$ cat src/rtl/mul_seq.sv
// rtl/mul_seq.sv - multicycle sequencer around the mulxx multiplier/shifter
// Optional multiply-accumulate mode: define MUL_SEQ_ACC_EN
module mul_seq #(
    parameter int WORD_SIZE  = 18,
    parameter int MUL_CYCLES = 2
) (
    input  logic                 clock,
    input  logic                 reset_n,
    input  logic                 start,
    input  logic                 flush,
    input  logic [WORD_SIZE-1:0] a,
    input  logic [WORD_SIZE-1:0] b,
    input  logic [4:0]           shift,
    input  logic                 signx,
    input  logic                 signy,
    input  logic [2:0]           dst,
`ifdef MUL_SEQ_ACC_EN
    input  logic                 acc,
    input  logic                 acc_clr,
`endif
    output logic                 busy,
    output logic [WORD_SIZE-1:0] mx_r0,
    output logic [WORD_SIZE-1:0] mx_r1,
    output logic [4:0]           mx_shift,
    output logic                 mx_signx,
    output logic                 mx_signy,
    input  logic [WORD_SIZE-1:0] mx_res,
    output logic                 wb_valid,
    input  logic                 wb_ready,
    output logic [WORD_SIZE-1:0] wb_data,
    output logic [2:0]           wb_dst
);

    typedef enum logic [1:0] {
        S_IDLE = 2'd0,
        S_WAIT = 2'd1,
        S_DONE = 2'd2
    } state_t;

    state_t     state;
    logic [2:0] cnt;

`ifdef MUL_SEQ_ACC_EN
    logic                 acc_op;
    logic [WORD_SIZE-1:0] acc_q;
    logic [WORD_SIZE-1:0] capture;
    assign capture = acc_op ? mx_res + acc_q : mx_res;
`else
    logic [WORD_SIZE-1:0] capture;
    assign capture = mx_res;
`endif

    always_ff @(posedge clock) begin
        if (!reset_n) begin
            state    <= S_IDLE;
            cnt      <= 3'd0;
            busy     <= 1'b0;
            wb_valid <= 1'b0;
            wb_data  <= '0;
            wb_dst   <= 3'd0;
            mx_r0    <= '0;
            mx_r1    <= '0;
            mx_shift <= 5'd0;
            mx_signx <= 1'b0;
            mx_signy <= 1'b0;
`ifdef MUL_SEQ_ACC_EN
            acc_op   <= 1'b0;
            acc_q    <= '0;
`endif
        end else begin
            if (flush) begin
                // mx_* keep their values; only the sequencing and the result are dropped
                state    <= S_IDLE;
                busy     <= 1'b0;
                wb_valid <= 1'b0;
            end else begin
                case (state)
                    S_IDLE: begin
                        if (start) begin
                            mx_r0    <= a;
                            mx_r1    <= b;
                            mx_shift <= shift;
                            mx_signx <= signx;
                            mx_signy <= signy;
                            wb_dst   <= dst;
`ifdef MUL_SEQ_ACC_EN
                            acc_op   <= acc;
`endif
                            cnt      <= 3'(MUL_CYCLES - 1);
                            busy     <= 1'b1;
                            state    <= S_WAIT;
                        end
                    end
                    S_WAIT: begin
                        if (cnt == 3'd0) begin
                            wb_data  <= capture;
                            wb_valid <= 1'b1;
                            state    <= S_DONE;
                        end else begin
                            cnt <= cnt - 3'd1;
                        end
                    end
                    S_DONE: begin
                        if (wb_ready) begin
                            wb_valid <= 1'b0;
                            busy     <= 1'b0;
                            state    <= S_IDLE;
                        end
                    end
                    default: begin
                        busy     <= 1'b0;
                        wb_valid <= 1'b0;
                        state    <= S_IDLE;
                    end
                endcase
            end
`ifdef MUL_SEQ_ACC_EN
            // clear wins over the handshake load on the same edge
            if (acc_clr)
                acc_q <= '0;
            else if (state == S_DONE && wb_ready && !flush)
                acc_q <= wb_data;
`endif
        end
    end

endmodule

$ cat config.mk
export PLATFORM = sky130hd
export DESIGN_NAME = mul_seq
export DESIGN_NICKNAME = d
export VERILOG_FILES = /design/src/rtl/mul_seq.sv
export SDC_FILE = /design/constraint.sdc
export NUM_CORES = 1
export LEC_CHECK = 0
export CAP_MARGIN = 40
export CORE_MARGIN = 2
export CORE_UTILIZATION = 25
export DETAILED_ROUTE_END_ITERATION = 12
export PLACE_DENSITY = 0.55
export SLEW_MARGIN = 25
export SYNTH_ARGS = -nofsm -noshare
export SYNTH_HDL_FRONTEND = slang
export SYNTH_SLANG_ARGS = --single-unit
export TNS_END_PERCENT = 5
$ cat constraint.sdc
create_clock -name clock -period 2.25 [get_ports clock]
set_input_delay 0.45 -clock clock [delete_from_list [all_inputs] [get_ports clock]]
set_output_delay 0.45 -clock clock [all_outputs]
set_load 0.005 [all_outputs]
## Word-level counts from Yosys, hierarchy flattened

Cells that the tools add are included.

- Register bits after elaboration: 71
- Input bits: 69
- Output and inout bits: 66
- Word-level logic and storage cells: 44

- Add/subtract/negate cells: 1
- Eq/ne operators: 6
- Mux-type cells: 12
- Bitwise logic cells: 4
- Reduce and logical (&&, ||, !) cells: 10

Operators by type and width:

| kind | count |
|---|---|
| AND reduction 3 bit | 5 |
| inequality test 2 bit (second input constant) | 4 |
| two-way mux 2 bit | 3 |
| two-way mux 3 bit | 2 |
| case mux 1 bit (3 select lines) | 2 |
| case mux 2 bit (3 select lines) | 1 |
| case mux 3 bit (2 select lines) | 1 |
| inverter 1 bit | 4 |
| AND reduction 4 bit | 1 |
| logical NOT 3 bit | 1 |
| two-way mux 1 bit | 3 |
| subtractor 3 x 1 -> 3 bit (second input constant) | 1 |
| equality test 2 x 1 -> 1 bit (second input constant) | 1 |
| equality test 2 bit (second input constant) | 1 |
| logical NOT 2 bit | 1 |
| nonzero test 2 bit | 1 |
| OR reduction 2 bit | 1 |

## Longest topological paths before layout

- Depth in word-level cells: 3
- Gate-level depth with buffers: 8
- Depth with buffers taken out: 6

## Least setup slack after synthesis

No wires, ideal clock.

- Path kind: in2reg
- Start: input port flush
- End: register mx_r0[14]
- Setup time: 0.118 ns
- Data arrival time: 1.500 ns
- Data required time: 2.132 ns
- Setup slack: 0.632 ns
- Stages: 6
- Buffers on the path: 3
- Path through: buf_2 > or4b_1 > buf_2 > buf_2 > nand2_1 > a21boi_2

- Word-level cells in the longest chain between the ends: 2

Ends and longest elaborated chain:

| what | line | source |
|---|---|---|
| start, declared | 10 | `input logic flush,` |
| inverter 1 bit (no source line) | - |  |
| AND reduction 3 bit (no source line) | - |  |
| end signal, assigned | 61 | `mx_r0 <= '0;` |
| end signal, assigned | 80 | `mx_r0 <= a;` |
| end, declared | 22 | `output logic [WORD_SIZE-1:0] mx_r0,` |

Every way passes these cells.
A chain may end at the register's enable or synchronous reset.

## Final worst setup path

- Start: register cnt[0]
- End: register cnt[2]

- Word-level cells in the longest chain between the ends: 3
- Elaborated cells between the ends (all ways): 6
- Classes of those cells: add/sub (1); eq/ne (1); mux (2); reduce/logical (2)

Ends and longest elaborated chain:

| what | line | source |
|---|---|---|
| start, declared | 41 | `logic [2:0] cnt;` |
| start signal, assigned | 89 | `cnt <= 3'(MUL_CYCLES - 1);` |
| start signal, assigned | 100 | `cnt <= cnt - 3'd1;` |
| subtractor 3 x 1 -> 3 bit / logical NOT 3 bit (equally long branches) | 100, 95 |  |
| two-way mux 3 bit / inequality test 2 bit (equally long branches) | - |  |
| case mux 3 bit (2 select lines) / AND reduction 4 bit (equally long branches) | - |  |

Several ways; a longest one is shown, not always the timed one. The select of a mux whose other input is x is not followed.

==> impl_metrics.csv <==
group,metric,value,unit
sta,final.setup.tns,0,ns
logic_synthesis,synth_warnings,0,
cells_and_area,drive_gt1_frac,0.145,
grt,met1_usage,0.152,
placement,gp_congestion,0.733,
placement,portBuffers,134,
drt,routed_wl,7590,um
sta,setup_viol,0,
grt,grt_pass1_wl,12400,um
outcome,outcome,"complete, no violations",
drt,route.vias.total,2563,
logic_synthesis,synth_seq_cells,71,
sta,period_needed,1.81,ns
setup_path,path_cells,"inv_1 > ha_1 > ha_1 > a2111oi_0 > o22ai_1",
drt,ant_nets,0,
drt,viasPerCell,4.29,
setup_path,crit_required,2.42,ns
logic_synthesis,synth_top_cell_area_share,0.488,
setup_path,crit_path_max_fanout,8,
cells_and_area,fin_nets,520,
floorplanning,row_count,39,
clocking,cts_resized,0,
sta,clock-skew-final,0.00789,ns
clocking,clk_path_buf_depth,2,
drt,wl_per_cell,12.7,um
clocking,clk_pin_slew,0.06,ns
sta,relSlewSlack,0.599,
hold_path,min_path_type,"input pin to flop",
grt,grt_usage,0.123,
grt,grt_busiest_layer,"met2",
drt,drc,0,
grt,antenna_found_initial,0,
logic_synthesis,synthesis.instances,320,
setup_path,crit_top_cell,"ha_1",
clocking,clk_latency,0.33,ns
floorplanning,core_area,11400,um^2
clocking,cts_tree,"yes",
run,cap_violations,0,
floorplanning,die_width,112,um
logic_synthesis,syn-cell-area,2910,um^2
grt,grt.overflow.total,0,
cells_and_area,utilization,0.411,
drt,drt_first_pass_iters,4,
power,p_leak,1.61,nW
setup_path,start_kind,"flop",
setup_path,endpoint_kind,"flop",
floorplanning,die_y,112,um
power,vdd.ir_drop.worst,294,uV
grt,grt_max_degree,47,
sta,grt_setup_unrepaired,"no",
grt,use_met3,0.0517,
setup_path,cpPeakStageDelay,0.61,ns
floorplanning,die-area,12500,um^2
sta,finalCritPeriodShare,0.804,
logic_synthesis,synth_fp_nets,391,
sta,max_freq,0.553,GHz
logic_synthesis,synth_top_area_cell,"dfxtp_1",
cells_and_area,areaGrowthSynthToFinish,61.2,%
floorplanning,ios,135,
clocking,post-cts-setup-buffers,0,
grt,grt_use_met2,0.196,
clocking,cts_buffers,9,
clocking,postCtsHoldBufs,0,
logic_synthesis,async_reset_ff_frac,0,
sta,worst_pin_slew,0.586,ns
clocking,htree_num_levels,3,
logic_synthesis,ys.flop_type,"dfxtp_1",
setup_path,arrival,1.98,ns
setup_path,slowest_stage,"a2111oi_0",
sta,hold_viol,0,
logic_synthesis,synthTopCellsByArea,"dfxtp_1 49%, nand2_1 17%, a21boi_2 15%",
logic_synthesis,ys_seq_area_frac,0.488,
setup_path,criticalPathCategory,"flop to flop",
logic_synthesis,ys_types,28,
grt,grt_pass1_vias,2530,
placement,hpwlAfterDp,5320,um
logic_synthesis,synth_edf_count,0,
sta,slew_violations,0,
drt,drtIter0Drc,87,
sta,hold_ws,0.445,ns
power,p_per_area,705,nW/um^2
floorplanning,initial_core_util,0.255,
clocking,clockRootBuffer,"clkbuf_16",
logic_synthesis,synth.avg_cell_area,9.10,um^2
cells_and_area,num_antenna_cells,0,
clocking,cts_num_sinks,71,
critical path: cells and delay by family (launching register included):
| kind | cells | cell delay, ns |
|---|---|---|
| AO/OA/AOI/OAI | 2 | 0.78 |
| adder cells (fa/ha/maj) | 2 | 0.47 |
| flip-flops | 1 | 0.34 |
| buffers and inverters | 1 | 0.06 |
final timing paths:
path | cells past startpoint | startpoint | slack [ns] | endpoint
worst max-delay path | 5 | cnt[0]$_SDFFE_PN0P_ | 0.44 | cnt[2]$_SDFFE_PN0P_
worst min register to register | 2 | wb_data[15]$_SDFFE_PN0P_ | 0.46 | wb_data[15]$_SDFFE_PN0P_
worst min-delay path | 2 | reset_n | 0.44 | cnt[0]$_SDFFE_PN0P_
worst max register to register | 5 | cnt[0]$_SDFFE_PN0P_ | 0.44 | cnt[2]$_SDFFE_PN0P_
cells in the final DEF (no fill, tap or decap), types with 2 or more instances in the layout:
cell type / n
a21boi_2: 40
a21oi_1: 4
a21boi_0: 23
inv_1: 4
dfxtp_1: 71
clkbuf_8: 2
a2111oi_0: 2
nor2_1: 3
buf_12: 2
ha_1: 2
clkdlybuf4s50_1: 133
bufinv_16: 2
nand2_1: 133
clkbuf_16: 9
o22ai_1: 2
buf_4: 5
report_power, final:
part	switching (mW)	internal, mW
clock	0.528	1.04
combinational	0.150	0.259
sequential	0.0294	1.31
sequential cells by signal, indices dropped and copies added, names as in the netlist:
name,flops
busy,1
wb_dst,3
mx_signx,1
mx_shift,5
wb_valid,1
mx_signy,1
state,2
cnt,3
mx_r0,18
wb_data,18
mx_r1,18
final cells by class:
class | instances | area (um^2)
Inverter | 4 | 15.0
Sequential cell | 71 | 1420
Fill cell | 1166 | 6720
Clock inverter | 4 | 76.3
Multi-Input combinational cell | 222 | 1330
Clock buffer | 12 | 256
Timing Repair Buffer | 141 | 1410
Tap cell | 143 | 179
layer usage:
layer  vias up  share of wire
met5         -              0
met4         0          0.011
met3         8          0.074
met2        83           0.45
met1      1166           0.46
li1       1306              -
cell families after synthesis:
group | count (synthesis) | synth area share
AO/OA/AOI/OAI | 74 | 0.239
adder cells (fa/ha/maj) | 2 | 0.00859
buffers and inverters | 27 | 0.0545
flip-flops | 71 | 0.488
AND/OR/NAND/NOR | 146 | 0.210
metrics by stage:
step	setup WS [ns]	cells	area, um^2	power [mW]
after floorplan	0.632	320	2910	1.53
after global placement	0.255	581	4360	1.78
after detailed placement	0.161	581	4360	1.78
after CTS	0.436	597	4690	3.38
after global routing	0.162	597	4690	3.45
final	0.441	597	4690	3.31
synthesized netlist by cell type, drive strengths merged (2+ instances only):
cell type  instances
nand2            133
nor2               3
nor4b              2
inv                4
a21boi            64
a2111oi            2
buf               16
o22ai              2
a21oi              4
dfxtp             71
clkbuf             7
ha                 2
Power figures use the tool's default switching activity.
